**src/rtl/sw_readback_unit_if.sv**
```systemverilog
// Bundle of the software read port, the FPU read channel and the SIMD lane inputs.
// The slave modport is the readback unit; the master modport is its environment.
interface sw_readback_unit_if #(
  parameter int DATA_W    = 32,
  parameter int NUM_LANES = 4
);
  logic                        fpu_simd;
  logic                        rd_req;
  logic [31:0]                 rd_addr;
  logic                        rd_ready;
  logic                        rd_busy;
  logic                        rd_valid;
  logic [DATA_W-1:0]           rd_data;
  logic                        rd_err;
  logic                        fpu_rd_req;
  logic [31:0]                 fpu_rd_addr;
  logic [DATA_W-1:0]           fpu_rdata;
  logic                        fpu_rvalid;
  logic [NUM_LANES*DATA_W-1:0] simd_output;
  logic                        simd_busy;

  modport slave (
    input  fpu_simd, rd_req, rd_addr, rd_ready, fpu_rdata, fpu_rvalid, simd_output, simd_busy,
    output rd_busy, rd_valid, rd_data, rd_err, fpu_rd_req, fpu_rd_addr
  );

  modport master (
    output fpu_simd, rd_req, rd_addr, rd_ready, fpu_rdata, fpu_rvalid, simd_output, simd_busy,
    input  rd_busy, rd_valid, rd_data, rd_err, fpu_rd_req, fpu_rd_addr
  );
endinterface

```
**src/rtl/sw_readback_unit.sv**
```systemverilog
// Software readback unit: decodes a read address to the FPU register channel or a SIMD
// output lane, waits (bounded) for the data, and holds one registered response.
//
// state     | meaning
// ----------+-------------------------------------------------------------
// IDLE      | no read outstanding, accepts rd_req
// WAIT_FPU  | fpu_rd_req asserted, waiting for fpu_rvalid or timeout
// WAIT_SIMD | SIMD lanes busy, waiting for simd_busy to drop or timeout
// RESP      | rd_valid asserted, response held until rd_ready
module sw_readback_unit #(
  parameter int          DATA_W      = 32,
  parameter int          NUM_LANES   = 4,
  parameter logic [31:0] CMD_ADDR    = 32'h0000_0000,
  parameter logic [31:0] STATUS_ADDR = 32'h0000_0110,
  parameter logic [31:0] OUT_BASE    = 32'h0000_0130,
  parameter int          TIMEOUT     = 16
) (
  input logic                clk,
  input logic                rst,
  sw_readback_unit_if.slave  bus
);

  localparam int LANE_W = (NUM_LANES > 1) ? $clog2(NUM_LANES) : 1;
  localparam int CNT_W  = (TIMEOUT > 1) ? $clog2(TIMEOUT + 1) : 1;

  typedef enum logic [1:0] {
    IDLE      = 2'd0,
    WAIT_FPU  = 2'd1,
    WAIT_SIMD = 2'd2,
    RESP      = 2'd3
  } state_t;

  state_t              state;
  logic [LANE_W-1:0]   lane_q;
  logic [CNT_W-1:0]    wait_cnt;
  logic                busy_q;
  logic                valid_q;
  logic                err_q;
  logic [DATA_W-1:0]   data_q;
  logic                fpu_req_q;
  logic [31:0]         fpu_addr_q;

  logic                dec_fpu;
  logic                dec_simd;
  logic [LANE_W-1:0]   dec_lane;
  logic                timeout_hit;

  function automatic logic [DATA_W-1:0] pick_lane(
    input logic [NUM_LANES*DATA_W-1:0] lanes,
    input logic [LANE_W-1:0]           idx
  );
    logic [DATA_W-1:0] sel;
    sel = '0;
    for (int k = 0; k < NUM_LANES; k++) begin
      if (idx == LANE_W'(k)) sel = lanes[k*DATA_W +: DATA_W];
    end
    return sel;
  endfunction

  // Output addresses go to the FPU when fpu_simd is low; the choice is frozen at accept.
  always_comb begin
    dec_fpu  = 1'b0;
    dec_simd = 1'b0;
    dec_lane = '0;
    if (bus.rd_addr == CMD_ADDR || bus.rd_addr == STATUS_ADDR) begin
      dec_fpu = 1'b1;
    end
    for (int k = 0; k < NUM_LANES; k++) begin
      if (bus.rd_addr == OUT_BASE + 32'(4 * k)) begin
        dec_lane = LANE_W'(k);
        if (bus.fpu_simd) dec_simd = 1'b1;
        else              dec_fpu  = 1'b1;
      end
    end
  end

  assign timeout_hit = (wait_cnt == CNT_W'(TIMEOUT - 1));

  always_ff @(posedge clk) begin
    if (rst) begin
      state      <= IDLE;
      lane_q     <= '0;
      wait_cnt   <= '0;
      busy_q     <= 1'b0;
      valid_q    <= 1'b0;
      err_q      <= 1'b0;
      data_q     <= '0;
      fpu_req_q  <= 1'b0;
      fpu_addr_q <= '0;
    end else begin
      case (state)
        IDLE: begin
          if (bus.rd_req) begin
            fpu_addr_q <= bus.rd_addr;
            lane_q     <= dec_lane;
            wait_cnt   <= '0;
            busy_q     <= 1'b1;
            if (dec_fpu) begin
              fpu_req_q <= 1'b1;
              state     <= WAIT_FPU;
            end else if (dec_simd) begin
              if (bus.simd_busy) begin
                state <= WAIT_SIMD;
              end else begin
                data_q  <= pick_lane(bus.simd_output, dec_lane);
                err_q   <= 1'b0;
                valid_q <= 1'b1;
                state   <= RESP;
              end
            end else begin
              data_q  <= '0;
              err_q   <= 1'b1;
              valid_q <= 1'b1;
              state   <= RESP;
            end
          end
        end

        // Completion is checked before timeout so a last-cycle response still succeeds.
        WAIT_FPU: begin
          if (bus.fpu_rvalid) begin
            data_q    <= bus.fpu_rdata;
            err_q     <= 1'b0;
            valid_q   <= 1'b1;
            fpu_req_q <= 1'b0;
            state     <= RESP;
          end else if (timeout_hit) begin
            data_q    <= '0;
            err_q     <= 1'b1;
            valid_q   <= 1'b1;
            fpu_req_q <= 1'b0;
            state     <= RESP;
          end else begin
            wait_cnt <= wait_cnt + 1'b1;
          end
        end

        WAIT_SIMD: begin
          if (!bus.simd_busy) begin
            data_q  <= pick_lane(bus.simd_output, lane_q);
            err_q   <= 1'b0;
            valid_q <= 1'b1;
            state   <= RESP;
          end else if (timeout_hit) begin
            data_q  <= '0;
            err_q   <= 1'b1;
            valid_q <= 1'b1;
            state   <= RESP;
          end else begin
            wait_cnt <= wait_cnt + 1'b1;
          end
        end

        RESP: begin
          if (bus.rd_ready) begin
            valid_q <= 1'b0;
            busy_q  <= 1'b0;
            state   <= IDLE;
          end
        end

        default: begin
          state <= IDLE;
        end
      endcase
    end
  end

  assign bus.rd_busy     = busy_q;
  assign bus.rd_valid    = valid_q;
  assign bus.rd_data     = data_q;
  assign bus.rd_err      = err_q;
  assign bus.fpu_rd_req  = fpu_req_q;
  assign bus.fpu_rd_addr = fpu_addr_q;

endmodule

```
**src/flat_wrapper.sv**
```systemverilog
// flat-port wrapper written by rule: the top's interface ports become plain ports
module sw_readback_unit_flat 
#(
  parameter int          DATA_W      = 32,
  parameter int          NUM_LANES   = 4,
  parameter logic [31:0] CMD_ADDR    = 32'h0000_0000,
  parameter logic [31:0] STATUS_ADDR = 32'h0000_0110,
  parameter logic [31:0] OUT_BASE    = 32'h0000_0130,
  parameter int          TIMEOUT     = 16
)
  (clk, rst, bus_fpu_simd, bus_rd_req, bus_rd_addr, bus_rd_ready, bus_fpu_rdata, bus_fpu_rvalid, bus_simd_output, bus_simd_busy, bus_rd_busy, bus_rd_valid, bus_rd_data, bus_rd_err, bus_fpu_rd_req, bus_fpu_rd_addr);
  sw_readback_unit_if #(.DATA_W(DATA_W), .NUM_LANES(NUM_LANES)) bus_i ();
  input logic clk;
  input logic rst;
  input wire logic [$bits(bus_i.fpu_simd)-1:0] bus_fpu_simd;
  input wire logic [$bits(bus_i.rd_req)-1:0] bus_rd_req;
  input wire logic [$bits(bus_i.rd_addr)-1:0] bus_rd_addr;
  input wire logic [$bits(bus_i.rd_ready)-1:0] bus_rd_ready;
  input wire logic [$bits(bus_i.fpu_rdata)-1:0] bus_fpu_rdata;
  input wire logic [$bits(bus_i.fpu_rvalid)-1:0] bus_fpu_rvalid;
  input wire logic [$bits(bus_i.simd_output)-1:0] bus_simd_output;
  input wire logic [$bits(bus_i.simd_busy)-1:0] bus_simd_busy;
  output wire logic [$bits(bus_i.rd_busy)-1:0] bus_rd_busy;
  output wire logic [$bits(bus_i.rd_valid)-1:0] bus_rd_valid;
  output wire logic [$bits(bus_i.rd_data)-1:0] bus_rd_data;
  output wire logic [$bits(bus_i.rd_err)-1:0] bus_rd_err;
  output wire logic [$bits(bus_i.fpu_rd_req)-1:0] bus_fpu_rd_req;
  output wire logic [$bits(bus_i.fpu_rd_addr)-1:0] bus_fpu_rd_addr;
  assign bus_i.fpu_simd = bus_fpu_simd;
  assign bus_i.rd_req = bus_rd_req;
  assign bus_i.rd_addr = bus_rd_addr;
  assign bus_i.rd_ready = bus_rd_ready;
  assign bus_i.fpu_rdata = bus_fpu_rdata;
  assign bus_i.fpu_rvalid = bus_fpu_rvalid;
  assign bus_i.simd_output = bus_simd_output;
  assign bus_i.simd_busy = bus_simd_busy;
  assign bus_rd_busy = bus_i.rd_busy;
  assign bus_rd_valid = bus_i.rd_valid;
  assign bus_rd_data = bus_i.rd_data;
  assign bus_rd_err = bus_i.rd_err;
  assign bus_fpu_rd_req = bus_i.fpu_rd_req;
  assign bus_fpu_rd_addr = bus_i.fpu_rd_addr;
  sw_readback_unit #(.DATA_W(DATA_W), .NUM_LANES(NUM_LANES), .CMD_ADDR(CMD_ADDR), .STATUS_ADDR(STATUS_ADDR), .OUT_BASE(OUT_BASE), .TIMEOUT(TIMEOUT)) u_core (.clk(clk), .rst(rst), .bus(bus_i));
endmodule
```
**config.mk**
```make
export PLATFORM = sky130hd
export DESIGN_NAME = sw_readback_unit_flat
export DESIGN_NICKNAME = d
export VERILOG_FILES = /design/src/rtl/sw_readback_unit_if.sv /design/src/rtl/sw_readback_unit.sv /design/src/flat_wrapper.sv
export SDC_FILE = /design/constraint.sdc
export NUM_CORES = 1
export LEC_CHECK = 0
export ABC_AREA = 1
export CAP_MARGIN = 30
export CORE_AREA = 2 2 117 232
export DETAILED_ROUTE_END_ITERATION = 10
export DIE_AREA = 0 0 119 234
export DONT_BUFFER_PORTS = 1
export MAX_ROUTING_LAYER = met4
export PLACE_DENSITY_LB_ADDON = 0.3
export SLEW_MARGIN = 5
export SYNTH_ARGS = -nofsm -noshare
export SYNTH_HDL_FRONTEND = slang
export SYNTH_SLANG_ARGS = --single-unit
```
**constraint.sdc**
```tcl
create_clock -name clk -period 5.5 [get_ports clk]
set_input_delay 0.55 -clock clk [delete_from_list [all_inputs] [get_ports clk]]
set_output_delay 0.55 -clock clk [all_outputs]
set_load 0.01 [all_outputs]
```
# Word level (Yosys, flattened, before mapping)
# Index checks and enable logic that the tools add are counted.
# classes
add_sub_neg	1
eq_ne	23
muxes	74
n_reduce_logical	15
# op_table
op	n
$mux W32	15
$eq A32 B9 Y1 const B	5
$pmux W32 S3	1
$mux W1	40
$logic_not A32 Y1	1
$mux W5	4
$mux W2	8
$reduce_and A4 Y1	4
$pmux W5 S3	1
$eq A2 B2 Y1 const B	6
$ne A2 B2 Y1 const B	5
$pmux W2 S4	1
$eq A2 B1 Y1 const B	3
$logic_not A2 Y1	3
$add A5 B1 Y5 const B	1
$eq A5 B4 Y1 const B	1
$pmux W1 S2	2
$pmux W1 S4	1
$reduce_and A2 Y1	2
$reduce_bool A2 Y1	2
$ne A3 B2 Y1 const B	1
$ne A3 B3 Y1 const B	1
$pmux W1 S3	1
$reduce_and A3 Y1	1
other kinds (3)	3
# totals
register_bits	77
output_inout_bits	68
elab_cells	122

# Logic depth before layout (Yosys ltp)
# Gate-level depths: netlist of run 1.
# logic_depth
word_depth	14
depth_mapped	15
depth_no_buf	15

# Worst setup path after synthesis of run 1
# OpenSTA, ideal clock, no wires.
# synth_path
kind	flip-flop to flip-flop
startpoint	reg u_core.wait_cnt[0]
endpoint	reg u_core.data_q[23], in the netlist u_core.bus.rd_data[23]
arrival_time_ns	1.804
required_time_ns	5.388
setup_slack_ns	3.585
stages_incl_launch_ff	13
synth_period_minus_slack_ns	1.915
path_cell_list	dfxtp_1 -> ha_1 -> inv_1 -> nor3_1 -> ha_1 -> clkinv_1 -> clkbuf_1 -> a32oi_1 -> nand2_1 -> nand2_1 -> nand3_1 -> nor2_1 -> nor2_1
# synth_via
elab_chain_cells	4
word_cells_on_any_way	5
cone_classes	1 x eq/ne; 4 x mux
# synth_rtl
element	line	rtl
start, declared	sw_readback_unit.sv:35	logic [CNT_W-1:0] wait_cnt;
start signal, assigned	sw_readback_unit.sv:134	wait_cnt <= wait_cnt + 1'b1;
start signal, assigned	sw_readback_unit.sv:150	wait_cnt <= wait_cnt + 1'b1;
$eq A5 B4 Y1 *	sw_readback_unit.sv:77	assign timeout_hit = (wait_cnt == CNT_W'(TIMEOUT - 1));
$mux W32 *	-	
$mux W32 (on tied branches)	-	
$pmux W32 S3 *	-	
end signal, assigned	sw_readback_unit.sv:105	data_q <= pick_lane(bus.simd_output, dec_lane);
end signal, assigned	sw_readback_unit.sv:122	data_q <= bus.fpu_rdata;
end signal, assigned	sw_readback_unit.sv:140	data_q <= pick_lane(bus.simd_output, lane_q);
end, declared	sw_readback_unit.sv:39	logic [DATA_W-1:0] data_q;
# Every way passes the cells marked *; elsewhere a longest branch is shown, timed or not.
# A chain may end at the register's enable or synchronous reset.

# Worst setup path in the final report of run 1
# layout_path
startpoint	reg u_core.wait_cnt[0]
endpoint	reg u_core.wait_cnt[2]
# layout_via
elab_chain_cells	4
word_cells_on_any_way	6
cone_classes	1 x add/sub; 1 x eq/ne; 4 x mux
# layout_rtl
element	line	rtl
$add A5 B1 Y5 / $eq A5 B4 Y1 (equally long branches)	sw_readback_unit.sv:134, sw_readback_unit.sv:150, sw_readback_unit.sv:77	
$mux W5 *	sw_readback_unit.sv:127, sw_readback_unit.sv:144	
$mux W5 (on tied branches)	sw_readback_unit.sv:139, sw_readback_unit.sv:121	
$pmux W5 S3 *	sw_readback_unit.sv:91	case (state)
# Every way passes the cells marked *; elsewhere a longest branch is shown, timed or not. The select of a mux whose other input is x is not followed.

==> impl_metrics.ini, run 1 <==
[global_route]
grt_pass1_wl_um = 42900
grt_pass1_vias = 7335
grt_max_degree = 64
grt_antenna_before_repair = 2
grt-ovfl-total = 0
grt_util_all_layers_pct = 21.2

[cells_and_area]
multi_input_area_mm2 = 0.00413
layout.nets = 1265
regArea_mm2 = 0.00154
area_growth_pct = 9.10
fillers = 2971
layout-drive-gt1-share_pct = 5.18
layoutNonFillerInstCount = 1408

[detailed_routing]
postRouteWirelength_um = 29500
drt-pass1-iter-count = 5
viasPerCell = 5.26
drt-wirelength-per-cell_um = 20.9
drc = 0
vias = 7411
antenna_left = 0
drt_iter0_markers = 492

[yosys]
netlist_area_mm2 = 0.00639
yosysMostFrequentCell = nand2_1
muxShareOfSynthArea_pct = 0
syn-instance-count = 1111
yosysSeqAreaShare_pct = 24.1
synth_area_leaders = dfxtp_1 24%, nand2_1 15%, nor2_1 11%, nand3_1 8.8%, o211ai_1 6.9%
ys_seq_elements = 77
synth_area_per_cell_um2 = 5.75
synthSimpleGateAreaFrac_pct = 37.7
synth_fa_ha_area_share_pct = 1.57
yosysTopAreaCell = dfxtp_1
syn_nets = 1318
synthDistinctLibCells = 38
synth-edff-count = 0
synth-compound-area-share_pct = 24.3
synth-xor-area-share_pct = 0
synth_top_family_by_area = simple AND/OR/NAND/NOR gates
async_reset_ff_share_pct = 0
synth-main-ff-cell = dfxtp_1
yosysTopAreaCellShare_pct = 24.1
synth_warnings = 0
ys_top_cells_by_count = 255 x nand2_1, 189 x nor2_1, 112 x nand3_1

[floorplan]
coreArea_mm2 = 0.0262
ios = 267
rows = 84
start_util_pct = 24.4
dieArea_mm2 = 0.0278
die_x_um = 119
die_y_um = 234

[timing]
worst_slew_pin_slew_ns = 1.04
fin_ws_ns = 2.31
drv_slew = 0
clock_skew_ns = 0.0136
hold_ws_ns = 0.241
rsz0062_at_grt = no
maxSlewHeadroom_pct = 30.5
finalSetupViolations = 0
finalHoldViolCount = 0
fmax_mhz = 314
setup_tns_ns = 0
fin_crit_ns = 3.19
finalCritPeriodShare_pct = 57.9

[clock_network]
cts.sinks = 77
cts_max_level = 3
cts_resized = 0
clk_pin_slew_worst_paths_ns = 0.07
numCtsBuffers = 9
holdBufCountCts = 0
cts_tree = built
post-cts-setup-buffers = 0
root_buffer = clkbuf_16
insertion_delay_ns = 0.37
clk_path_buf_depth = 2

[hold_path]
worst_hold_path_type = in -> reg

[run]
max_cap_viol_count = 0

[setup_path]
worstSetupPathType = reg -> reg
path_max_fanout = 20
path_delay_family = buffers and inverters
cp_slowest_cell = clkinv_1
cp_data_arrival_time_ns = 3.44
cp.required_ns = 5.75
crit_path_end_kind = flip-flop
cp_cell_sequence = ha_1 -> inv_1 -> nor3_1 -> ha_1 -> clkinv_1 -> buf_4 -> o21ai_1 -> o21ai_0 -> o21ai_0 -> nor2_1
critPathBufInv = 3
start_kind = flip-flop
crit_path_max_incr_delay_ns = 0.65

[placement]
portBuffers = 0
dp.cells = 1390
dp_hpwl_um = 20300
place_ws_ns = 2.37
place.gp.congestion = 0.866

[outcome]
outcome = completed

[power]
p_leak_nw = 2.97
p_per_area_mw_per_mm2 = 458
vdd_ir_drop_max_v = 0.000263
total_power_w = 0.00320
## cell usage in the layout (no fill, tap or decap), types with 2 or more instances in the layout
cell type,Yosys,routed
nand2_1,255,253
nor2_1,189,187
nand3_1,112,112
inv_1,105,104
o21ai_0,86,86
dfxtp_1,77,75
o211ai_1,59,59
o21ai_1,51,50
a21oi_1,27,27
a32oi_1,20,20
buf_4,4,11
clkbuf_16,0,9
ha_1,8,7
nor3_1,5,5
nor2_2,7,5
nor2_4,1,5
nand2_2,3,5
nand4_1,4,4
o21a_1,3,3
a31oi_1,3,3
diode_2,0,2
a221oi_1,2,2
inv_2,1,2
o21bai_1,2,2
bufinv_16,0,2
buf_16,0,2
dfxtp_2,0,2
## final cells by class
cell class	instances	share of cell area, %
Timing Repair Buffer	14	2.19
Sequential cell	77	22.1
Inverter	107	5.76
Clock inverter	4	1.04
Multi-Input combinational cell	849	59.2
Tap cell	344	6.17
Antenna cell	2	0.0717
Clock buffer	11	3.48
## path summary, 6_finish.rpt
kind / from / endpoint / slack, ns / depth (start not counted)
max: u_core.wait_cnt[0]$_SDFFE_PP0P_ / u_core.wait_cnt[2]$_SDFFE_PP0P_ / 2.31 / 10
min: rst / u_core.bus.fpu_rd_req$_SDFFE_PP0P_ / 0.24 / 1
max reg2reg: u_core.wait_cnt[0]$_SDFFE_PP0P_ / u_core.wait_cnt[2]$_SDFFE_PP0P_ / 2.31 / 10
min reg2reg: u_core.wait_cnt[1]$_SDFFE_PP0P_ / u_core.wait_cnt[1]$_SDFFE_PP0P_ / 0.48 / 2
## report_power, final
group / internal [W] / switching [W] / total, W / leakage (nW)
Sequential: 0.000746 / 0.000270 / 0.00102 / 0.635
Clock: 0.000407 / 0.000267 / 0.000674 / 0.152
Combinational: 0.000477 / 0.00103 / 0.00151 / 2.18
Total: 0.00163 / 0.00157 / 0.00320 / 2.97
## flip-flops by register name, summed over array words and instances (netlist names)
signal                  cells
u_core.wait_cnt             5
u_core.state                2
u_core.bus.rd_valid         1
u_core.bus.rd_err           1
u_core.bus.fpu_rd_req       1
u_core.bus.fpu_rd_addr     32
u_core.lane_q               2
u_core.bus.rd_busy          1
u_core.bus.rd_data         32
## through the flow
step | cell area (um^2) | util, %
floorplan | 6390 | -
global placement | 6590 | 25.2
detailed placement | 6630 | 25.3
CTS | 6940 | 26.5
global route | 6980 | 26.7
finish | 6980 | 26.7
## layer usage
metal | vias up | routed length [um] | GRT usage [%]
li1 | 3569 | - | -
met1 | 3375 | 10100 | 20.5
met2 | 379 | 15000 | 37.6
met3 | 88 | 2870 | 5.89
met4 | 0 | 1500 | 12.5
met5 | - | 0 | -
## logic make-up (layout without fill, tap and decap cells)
group / count (synthesis) / after routing
flops: 77 / 77
fa+ha+maj: 8 / 8
simple gates: 582 / 582
other cells: 0 / 2
buf+inv: 185 / 136
compound gates: 259 / 259
Note: power is estimated with default switching activity, not from simulation.
==> run 2, diff against run 1 <==
- clock period: 5.5 -> 3.3 ns (I/O delays scaled with it)
==> run 2 against run 1 <==
- sequential share of layout area down 0.24 points
- core utilization is 0.29 points higher
- critical endpoint is now u_core.bus.rd_data[16]$_SDFFE_PP0P_
- critical path depth up 1
- sequential cell count unchanged
- highest routed layer unchanged
- global-route usage rose by 0.66 points
- largest power group unchanged
- worst setup slack lost 1.6 ns
- fmax increased by 25%
==> impl_metrics.ini, run 2 (synthesized netlist as in run 1, its figures left out) <==
[outcome]
outcome = completed

[clock_network]
cts_max_level = 3
clk_path_buf_depth = 2
clk_pin_slew_worst_paths_ns = 0.07
numCtsBuffers = 9
cts_tree = built
root_buffer = clkbuf_16
insertion_delay_ns = 0.37
cts.sinks = 77
post-cts-setup-buffers = 0

[floorplan]
ios = 267
die_x_um = 119
dieArea_mm2 = 0.0278
die_y_um = 234
coreArea_mm2 = 0.0262
start_util_pct = 24.4
rows = 84

[power]
p_per_area_mw_per_mm2 = 765
p_leak_nw = 3.03
total_power_w = 0.00539
vdd_ir_drop_max_v = 0.000629

[run]
max_cap_viol_count = 0

[global_route]
grt_util_all_layers_pct = 21.9
grt_max_degree = 51
grt-ovfl-total = 0
grt_pass1_wl_um = 44400
grt_pass1_vias = 7514
grt_antenna_before_repair = 0

[timing]
fin_ws_ns = 0.754
setup_tns_ns = 0
fmax_mhz = 393
fin_crit_ns = 2.55
finalHoldViolCount = 0
maxSlewHeadroom_pct = 36.0
clock_skew_ns = 0.0101
rsz0062_at_grt = no
drv_slew = 0
worst_slew_pin_slew_ns = 0.960
finalSetupViolations = 0
finalCritPeriodShare_pct = 77.1

[detailed_routing]
antenna_left = 0
drt-pass1-iter-count = 8
drt_iter0_markers = 433
viasPerCell = 5.32
drc = 0
drt-wirelength-per-cell_um = 21.4
vias = 7542
postRouteWirelength_um = 30400

[setup_path]
cp_slowest_cell = o22ai_4
cp.required_ns = 3.61
path_max_fanout = 22
crit_path_max_incr_delay_ns = 0.73
worstSetupPathType = reg -> reg
r2r_start = u_core.state[1]$_SDFFE_PP0P_
start_kind = flip-flop
crit_path_start = u_core.state[1]$_SDFFE_PP0P_
cp_cell_sequence = inv_1 -> ha_1 -> inv_1 -> o22ai_4 -> buf_4 -> a32oi_1 -> nand2_1 -> nand2_1 -> nand3_1 -> nor2_1 -> nor2_1
cp_data_arrival_time_ns = 2.86
crit_path_end_kind = flip-flop

[hold_path]
hold_start = rst
worst_hold_path_type = in -> reg

[placement]
place_ws_ns = 0.755
portBuffers = 0
dp_hpwl_um = 21200
place.gp.congestion = 0.965

[cells_and_area]
area_growth_pct = 10.3
layout_commonest_cell = nand2_1
mostFrequentLayoutCells = 253 x nand2_1, 187 x nor2_1, 112 x nand3_1, 104 x inv_1, 86 x o21ai_0
layout-drive-gt1-share_pct = 6.33
diodes = 0
layout.nets = 1277
utilization_pct = 26.9
[run 2: final timing paths]
path | to | slack (ns) | cells after the start
setup / recovery | u_core.bus.rd_data[16]$_SDFFE_PP0P_ | 0.75 | 11
hold reg to reg | u_core.wait_cnt[4]$_SDFFE_PP0P_ | 0.49 | 2
setup reg to reg | u_core.bus.rd_data[16]$_SDFFE_PP0P_ | 0.75 | 11
hold / removal | u_core.bus.rd_err$_SDFFE_PP0P_ | 0.03 | 1
[run 2: layout make-up]
class	count	area (um^2)
fillers	2951	19100
multi-input cells	849	4130
repair buffers	26	223
flip-flops and latches	77	1540
clock buffers	10	239
well taps	344	430
clock inverters	6	86.3
inverters	107	402
[run 2: worst max-delay path, delay by kind of cell, from the launching register on]
kind	cells	cell delay [ns]
compound gates	2	0.88
fa+ha+maj	1	0.25
buf+inv	3	0.66
flops	1	0.35
simple gates	5	0.34
[run 2: what timing repair did]
action | CTS | global route
hold buffers | 1 | 0
gates resized for setup | 0 | 0
endpoints found under the hold margin | 1 | 0
[run 2: through the flow]
stage               instance area [um^2]  hold WS (ns)  instances
global placement                    6720         0.403       1402
detailed placement                  6720         0.404       1402
global route                        7050        0.0107       1419
CTS                                 7050      0.000416       1419
floorplan                           6390         0.445       1111
finish                              7050        0.0282       1419
[run 2: per-layer routing]
layer	global-route usage, %	wire length, um	vias up
li1	-	-	3606
met5	-	0	-
met4	11.0	1270	0
met3	6.91	2680	77
met1	21.2	10700	3488
met2	39.0	15700	371
[run 2: power by group]
group	switching, W	internal, W	total [W]
combinational	0.00170	0.000822	0.00253
sequential	0.000478	0.00124	0.00172
clock	0.000462	0.000682	0.00114
total	0.00264	0.00275	0.00539
==> run 3, diff against run 2 <==
- clock period: 3.3 -> 2.6 ns (I/O delays scaled with it)
==> run 3 against run 2 <==
- wire length decreased by 5.0%
- sequential share of layout area decreased by 0.30 points
- clock skew increased by 0.00073 ns
- sequential cell count is the same
- die area stayed put
- worst setup slack got worse by 0.31 ns
- core utilization grew 0.37 points
- largest cell class unchanged
==> impl_metrics.ini, run 3 (synthesized netlist as in run 1, its figures left out) <==
[outcome]
outcome = completed

[timing]
clock_skew_ns = 0.0108
fin_crit_ns = 2.15
setup_tns_ns = 0
finalSetupViolations = 0
maxSlewHeadroom_pct = 36.8
worst_slew_pin_slew_ns = 0.947
drv_slew = 0
finalHoldViolCount = 0
rsz0062_at_grt = no
fmax_mhz = 465
finalCritPeriodShare_pct = 82.8
hold_ws_ns = 0.0216

[cells_and_area]
mostFrequentLayoutCells = 253 x nand2_1, 187 x nor2_1, 112 x nand3_1, 104 x inv_1, 86 x o21ai_0
layout-drive-gt1-share_pct = 7.19
layout_commonest_cell = nand2_1
layoutNonFillerInstCount = 1430
multi_input_area_mm2 = 0.00413
fillers = 2956
regArea_mm2 = 0.00154
layout.nets = 1288
area_growth_pct = 11.8
fin_area_mm2 = 0.00715

[setup_path]
r2r_start = u_core.lane_q[1]$_SDFFE_PP0P_
path_delay_family = buffers and inverters
critPathBufInv = 3
cp_cell_sequence = buf_4 -> nor2_2 -> inv_1 -> buf_4 -> o21ai_0 -> a21oi_1 -> o211ai_1 -> nand2_1 -> nand3_1 -> nor2_1 -> nor2_1
crit_path_end_kind = flip-flop
cp_data_arrival_time_ns = 2.41
crit_path_max_incr_delay_ns = 0.38
regToRegSetupSlack_ns = 0.45
path_max_fanout = 32
cp_slowest_cell = buf_4
start_kind = flip-flop
worstSetupPathType = reg -> reg
crit_path_start = u_core.lane_q[1]$_SDFFE_PP0P_
cp.required_ns = 2.86

[placement]
place.gp.congestion = 0.927
portBuffers = 0
placed_cell_area_mm2 = 0.00684
dp_hpwl_um = 21200
dp.cells = 1413

[power]
total_power_w = 0.00675
vdd_ir_drop_max_v = 0.000514
switching_share_pct = 48.5
p_per_area_mw_per_mm2 = 944
internal_power_w = 0.00348
seq_power_share_pct = 31.5
combPwrFrac_pct = 48.9
p_clk_share_pct = 19.6
p_leak_nw = 3.07
switchingPower_w = 0.00327

[floorplan]
coreArea_mm2 = 0.0262
die_x_um = 119
dieArea_mm2 = 0.0278
ios = 267
start_util_pct = 24.4
rows = 84
die_y_um = 234

[detailed_routing]
antenna_left = 0
drc = 0
viasPerCell = 5.22
drt-wirelength-per-cell_um = 20.2
vias = 7460
drt_iter0_markers = 463
drt-pass1-iter-count = 7
postRouteWirelength_um = 28900

[hold_path]
worst_hold_path_type = in -> reg
hold_start = bus_rd_ready

[clock_network]
clk_path_buf_depth = 2
cts.sinks = 77
numCtsBuffers = 9
insertion_delay_ns = 0.36
cts_max_level = 3
clk_pin_slew_worst_paths_ns = 0.07
cts_tree = built
holdBufCountCts = 1
post-cts-setup-buffers = 0
cts_resized = 0
root_buffer = clkbuf_16

[global_route]
grt_pass1_vias = 7430
grt_max_degree = 42
grt-ovfl-total = 0
grt_util_all_layers_pct = 20.8
grt_antenna_before_repair = 1
grt_pass1_wl_um = 42400

[run]
max_cap_viol_count = 0
[run 3: area by class of cell]
type,instances,share of cell area [%]
inverter,107,5.62
timing repair buffer,37,4.80
clock buffer,11,3.54
clock inverter,4,0.665
sequential,77,21.6
multi-input combinational,849,57.7
tap,344,6.02
antenna,1,0.0350
[run 3: metal layers]
layer  vias up  GRT usage [%]  wire length [um]
met1      3416           19.4              9910
met4         0           11.9              1360
li1       3620              -                 -
met5         -              -                 0
met3        80           6.96              2660
met2       344           37.1             14900
[run 3: path summary, 6_finish.rpt]
path                                         end  cells after the start
max          u_core.bus.rd_data[31]$_SDFFE_PP0P_                     11
max reg2reg  u_core.bus.rd_data[31]$_SDFFE_PP0P_                     11
min reg2reg      u_core.wait_cnt[1]$_SDFFE_PP0P_                      2
min              u_core.bus.rd_busy$_SDFFE_PP0P_                      1
[run 3: power groups by stage]
stage	clock, W	combinational, W	sequential, W
after global placement	0	0.00327	0.00216
after global routing	0.00143	0.00374	0.00217
after detailed placement	0	0.00330	0.00216
after floorplan	0	0.00239	0.00199
after CTS	0.00140	0.00331	0.00213
final	0.00132	0.00330	0.00213
[run 3: stage by stage]
step	util (%)	setup WS [ns]
2_1_floorplan	-	0.685
3_3_place_gp	26.1	0.438
3_5_place_dp	26.1	0.427
4_1_cts	27.3	0.464
5_1_grt	27.3	0.232
6_report	27.3	0.447
